File: src/rtl/exec_pkg.sv
// Shared types and constants for the execute-stage issue controller.
package exec_pkg;

    localparam int SW   = 21;
    localparam int VW   = 192;
    localparam int NREQ = 2;

    // Result class carried in opcode bits [4:3].
    typedef enum logic [1:0] {
        CLS_SCALAR = 2'b00,
        CLS_VS     = 2'b01,
        CLS_VV     = 2'b10,
        CLS_ILL    = 2'b11
    } exc_class_e;

    // Issue FSM states.
    typedef enum logic [1:0] {
        S_IDLE = 2'b00,
        S_EXEC = 2'b01,
        S_RESP = 2'b10
    } state_e;

    function automatic exc_class_e exc_class(input logic [4:0] exc);
        return exc_class_e'(exc[4:3]);
    endfunction

endpackage

File: src/rtl/exec_issue_ctrl_rr_arb2.sv
// Two-input round-robin arbiter. A lone requester always wins; when both
// request, the one that was not granted last wins. The last-grant register
// only moves when the caller reports an accepted grant.
module rr_arb2 (
    input  logic       clk,
    input  logic       rst_n,
    input  logic [1:0] req,
    input  logic       accept,
    output logic [1:0] grant
);

    logic last_grant;

    // One-hot grant from the current requests and the last winner.
    always_comb begin
        grant = req;
        if (req == 2'b11) begin
            grant = last_grant ? 2'b01 : 2'b10;
        end
    end

    // Remember the winner of each accepted grant.
    always_ff @(posedge clk or negedge rst_n) begin
        if (!rst_n) begin
            last_grant <= 1'b1;
        end else if (accept && (grant != 2'b00)) begin
            last_grant <= grant[1];
        end
    end

endmodule

File: src/rtl/exec_issue_ctrl.sv
// Issue controller for the execute stage: arbitrates two requesters,
// registers the winner's operands onto the execute inputs, captures the
// class-selected result and returns it on a valid/ready response channel.
module exec_issue_ctrl
    import exec_pkg::*;
(
    input  logic                      clk,
    input  logic                      rst_n,
    input  logic [NREQ-1:0]           req_valid,
    output logic [NREQ-1:0]           req_ready,
    input  logic [NREQ-1:0][4:0]      req_exc,
    input  logic [NREQ-1:0][SW-1:0]   req_r1e,
    input  logic [NREQ-1:0][SW-1:0]   req_r2e,
    input  logic [NREQ-1:0][SW-1:0]   req_imm,
    input  logic [NREQ-1:0][VW-1:0]   req_r1v,
    input  logic [NREQ-1:0][VW-1:0]   req_r2v,
    output logic [4:0]                ex_exc,
    output logic [SW-1:0]             ex_r1e,
    output logic [SW-1:0]             ex_r2e,
    output logic [SW-1:0]             ex_imm,
    output logic [VW-1:0]             ex_r1v,
    output logic [VW-1:0]             ex_r2v,
    input  logic [SW-1:0]             ex_res_alue,
    input  logic [VW-1:0]             ex_res_aluve,
    input  logic [VW-1:0]             ex_res_sum,
    output logic                      rsp_valid,
    input  logic                      rsp_ready,
    output logic                      rsp_id,
    output logic [1:0]                rsp_class,
    output logic                      rsp_err,
    output logic [SW-1:0]             rsp_scalar,
    output logic [VW-1:0]             rsp_vector
);

    state_e      state;
    logic [1:0]  grant;
    logic        win_id;
    logic        id_reg;
    logic        hs;
    exc_class_e  cls;
    logic [SW-1:0] sel_scalar;
    logic [VW-1:0] sel_vector;

    rr_arb2 u_arb (
        .clk    (clk),
        .rst_n  (rst_n),
        .req    (req_valid),
        .accept (hs),
        .grant  (grant)
    );

    assign win_id = grant[1];
    assign hs     = |(req_valid & req_ready);
    assign cls    = exc_class(ex_exc);

    // Offer the arbitration winner a handshake only while idle and out of reset.
    always_comb begin
        req_ready = '0;
        if ((state == S_IDLE) && rst_n) begin
            req_ready = grant;
        end
    end

    // Route the execute result for this class; unused buses read as zero.
    always_comb begin
        sel_scalar = '0;
        sel_vector = '0;
        case (cls)
            CLS_SCALAR: sel_scalar = ex_res_alue;
            CLS_VS:     sel_vector = ex_res_aluve;
            CLS_VV:     sel_vector = ex_res_sum;
            default:    ;
        endcase
    end

    // Issue FSM with operand capture and response registers.
    always_ff @(posedge clk or negedge rst_n) begin
        if (!rst_n) begin
            state      <= S_IDLE;
            id_reg     <= 1'b0;
            ex_exc     <= '0;
            ex_r1e     <= '0;
            ex_r2e     <= '0;
            ex_imm     <= '0;
            ex_r1v     <= '0;
            ex_r2v     <= '0;
            rsp_valid  <= 1'b0;
            rsp_id     <= 1'b0;
            rsp_class  <= '0;
            rsp_err    <= 1'b0;
            rsp_scalar <= '0;
            rsp_vector <= '0;
        end else begin
            case (state)
                S_IDLE: begin
                    if (hs) begin
                        ex_exc <= req_exc[win_id];
                        ex_r1e <= req_r1e[win_id];
                        // Opcode bit 0 substitutes the immediate for the second scalar operand.
                        ex_r2e <= req_exc[win_id][0] ? req_imm[win_id] : req_r2e[win_id];
                        ex_imm <= req_imm[win_id];
                        ex_r1v <= req_r1v[win_id];
                        ex_r2v <= req_r2v[win_id];
                        id_reg <= win_id;
                        state  <= S_EXEC;
                    end
                end
                S_EXEC: begin
                    rsp_id     <= id_reg;
                    rsp_class  <= cls;
                    rsp_err    <= (cls == CLS_ILL);
                    rsp_scalar <= sel_scalar;
                    rsp_vector <= sel_vector;
                    rsp_valid  <= 1'b1;
                    state      <= S_RESP;
                end
                S_RESP: begin
                    if (rsp_ready) begin
                        rsp_valid <= 1'b0;
                        state     <= S_IDLE;
                    end
                end
                default: state <= S_IDLE;
            endcase
        end
    end

endmodule

File: config.mk
export PLATFORM = sky130hd
export DESIGN_NAME = exec_issue_ctrl
export DESIGN_NICKNAME = d
export VERILOG_FILES = /design/src/rtl/exec_pkg.sv /design/src/rtl/exec_issue_ctrl_rr_arb2.sv /design/src/rtl/exec_issue_ctrl.sv
export SDC_FILE = /design/constraint.sdc
export NUM_CORES = 2
export LEC_CHECK = 0
export BUFFER_PORTS_ARGS = -buffer_cell sky130_fd_sc_hd__buf_2
export CORE_AREA = 2 2 782 784
export CTS_BUF_LIST = sky130_fd_sc_hd__clkbuf_4 sky130_fd_sc_hd__clkbuf_8
export CTS_CLUSTER_DIAMETER = 60
export DETAILED_ROUTE_END_ITERATION = 8
export DIE_AREA = 0 0 784 786
export SYNTH_ARGS = -nofsm -noshare
export SYNTH_HDL_FRONTEND = slang
export SYNTH_SLANG_ARGS = --single-unit
File: constraint.sdc
create_clock -name clk -period 2.1 [get_ports clk]
set_input_delay 0.42 -clock clk [delete_from_list [all_inputs] [get_ports clk]]
set_output_delay 0.42 -clock clk [all_outputs]
set_load 0.05 [all_outputs]
==> flow_summary.ini <==
[synth]
distinct_cells_synth = 26
number_of_flip_flops_and_latches_in_the_synthesized_netlist = 674
synth.yosys.warnings = 0
synth.yosys.seq_area_share = 0.520
mappedNetlistNets = 3810
synthCells = 2492
syn-cell-area_um2 = 32400
syn-mean-instance-area_um2 = 13.0

[power_and_ir_drop]
p_per_area_nw_per_um2 = 1600
totalPowerFinal_uw = 132000
cellLeakagePower_uw = 0.0351
vdd_drop_max_mv = 1.29

[route]
top_layer = met5
route.detailed.wl_per_inst_um = 31.6
count_of_antenna_violating_nets_left_after_detailed_routing = 0
met3_wirelength_um = 56200
drt_wl_total_um = 460000
drt_first_pass_iters = 7
drc = 0
number_of_vias_after_detailed_routing = 41600
wl_met2_um = 211000
wirelength_met1_um = 164000
routed_via_density = 2.86
drt_first_iter_violations = 3378

[global_routing]
grt_pass1_vias = 41000
grtUsageTotal = 0.137
number_of_antenna_violations_at_the_first_check_in_global_routing = 313
grt_pass1_wl_um = 525000
grt_max_degree = 151
grt_residual_overflow = 0

[sta]
finalHoldViolations = 0
final-max-slew-violation-count = 0
fin_crit_ns = 2.77
timing_worst_slew_pin_value_ns = 0.950
report.final.setup_viol = 466
fmax_mhz = 361
post-route-period-util = 1.32
slew-limit-headroom = 0.366
worst_clock_skew_ns = 0.0913
post-route-worst-setup-slack_ns = -0.670
grt_setup_unrepaired = yes
finalHoldWorstSlack_ns = 0.116

[die]
ports_placed_on_the_boundary = 1986
die_h_um = 786
num_rows = 287
initial_utilization = 0.0533
chipWidth_um = 784
floorplan.die_area_um2 = 616000
core_area_um2 = 609000

[hold_path]
hold_class = in -> reg

[worst_setup_path]
kind_of_start_point_of_the_critical_path = flop
cp_data_arrival_time_ns = 2.35
cp_data_required_time_ns = 1.68
critPathMaxFanout = 2
cp-end-kind = primary output
worstSetupPathType = reg -> out

[finish]
drive_above_1_share = 0.579
total_number_of_nets_in_the_final_design = 7584
layout-area-overhead-vs-synth_pct = 154
largest_registers = ex_r1v x192, ex_r2v x192, rsp_vector x192

[status]
violations = setup timing
status = complete, but fails checks

[place]
gpl.final_weighted_congestion = 1.08
dp_hpwl_um = 384000
port_buffers = 1985

[clocking]
clock_latency_ns = 1.01
cts_sinks = 674
htreeDepth = 4
cts-root-to-sink-buffers = 4
root_buffer_cell = clkbuf_8
cts-buffers-inserted = 157
clkTransAtPathRegs_ns = 0.06
tritoncts = built

[flow_run]
maxCapViolations = 0
-- Yosys cell counts (all sizes together) --
| library cell | instances | share of area |
|---|---|---|
| a21boi | 1 | 0.00035 |
| a21oi | 4 | 0.00062 |
| a22oi | 192 | 0.044 |
| a31oi | 1 | 0.00019 |
| and2 | 1 | 0.00019 |
| buf | 95 | 0.021 |
| clkbuf | 103 | 0.013 |
| dfrtp | 673 | 0.52 |
| dfstp | 1 | 0.00081 |
| ha | 4 | 0.0015 |
| inv | 5 | 0.00058 |
| mux2 | 879 | 0.31 |
| mux2i | 67 | 0.021 |
| nand2 | 243 | 0.028 |
| nand2b | 2 | 0.00039 |
| nand3 | 21 | 0.0032 |
| nor2b | 1 | 0.00019 |
| nor3b | 1 | 0.00039 |
| o21a | 1 | 0.00023 |
| o21ai | 196 | 0.030 |
| o21bai | 1 | 0.00023 |
-- routing by layer --
| layer | vias up | track usage |
|---|---|---|
| met5 | - | 0.00660 |
| met4 | 106 | 0.0616 |
| met3 | 1181 | 0.0699 |
| met2 | 3125 | 0.226 |
| met1 | 20400 | 0.145 |
| li1 | 16700 | - |
-- layout by cell type, fill, tap and decap left out, drive strengths merged --
cell,netlist,routed
buf,95,2437
dlygate4sd3,0,1304
mux2,879,879
dfrtp,673,673
clkbuf,103,297
nand2,243,243
o21ai,196,196
a22oi,192,192
diode,0,97
mux2i,67,67
nand3,21,21
clkinv,0,21
inv,5,12
clkinvlp,0,10
bufinv,0,9
a21oi,4,4
ha,4,4
nand2b,2,2
nor3b,1,1
a21boi,1,1
and2,1,1
o21a,1,1
nor2b,1,1
a31oi,1,1
o21bai,1,1
dfstp,1,1
-- path summary, 6_finish.rpt --
check,start,end,slack (ns),depth (start not counted)
max in group asynchronous,rst_n,ex_r1e[2],0.43,4
max,state[1],req_ready[1],-0.67,6
min,req_r2v[347],ex_r2v[155],0.12,3
min in group asynchronous,rst_n,rsp_vector[130],0.18,3
min reg2reg,rsp_vector[172],rsp_vector[172],0.47,2
max reg2reg,state[1],ex_r2v[21],-0.29,9
-- power breakdown --
group | internal, uW | total (uW) | switching, uW | leakage, uW
Clock | 10000 | 18000 | 8020 | 0.00179
Combinational | 33200 | 86100 | 53000 | 0.0252
Sequential | 19700 | 28000 | 8330 | 0.00810
-- logic make-up after synthesis --
| logic type | after synthesis | share of synthesized area |
|---|---|---|
| multiplexers | 946 | 0.335 |
| adder cells (fa/ha/maj) | 4 | 0.00154 |
| AO/OA/AOI/OAI | 396 | 0.0763 |
| flip-flops | 674 | 0.520 |
| AND/OR/NAND/NOR | 269 | 0.0325 |
| buffers and inverters | 203 | 0.0347 |
-- stage by stage --
step / cells / TNS [ns] / cell area (um^2) / utilization / worst slack (ns)
floorplan: 2492 / 0 / 32400 / - / 0.153
global placement: 12600 / -58.83 / 53900 / 0.0885 / -0.409
detailed placement: 12600 / -55.97 / 53900 / 0.0885 / -0.400
CTS: 14300 / -137.63 / 76700 / 0.126 / -0.928
global route: 14500 / -138.34 / 82300 / 0.135 / -0.907
finish: 14600 / -78.06 / 82400 / 0.135 / -0.670
-- repair_timing --
item / in CTS / in global routing
endpoints found under the setup margin: 1065 / 1122
resized for setup: 1551 / 1166
buffers inserted: 107 / 159
endpoints found under the hold margin: 1063 / 0
pin swaps: 1 / 2
hold buffers: 1304 / 0
cloned: 7 / 43
-- worst max-delay path, cell delays in order (launching register included) --
cell	delay (ns)
dfrtp_1	0.41
buf_12	0.17
nor3b_4	0.23
buf_6	0.12
and2_4	0.13
buf_12	0.14
buf_12	0.16
-- cell type report --
cell class | count | area, um^2
fill | 68100 | 526000
timing repair buffer | 3813 | 35600
sequential | 674 | 17100
multi-input combinational | 1615 | 16000
tap | 8092 | 10100
clock buffer | 225 | 2900
clock inverter | 47 | 556
antenna | 97 | 243
inverter | 5 | 18.8
No activity file was read; power rests on OpenSTA's default activity.
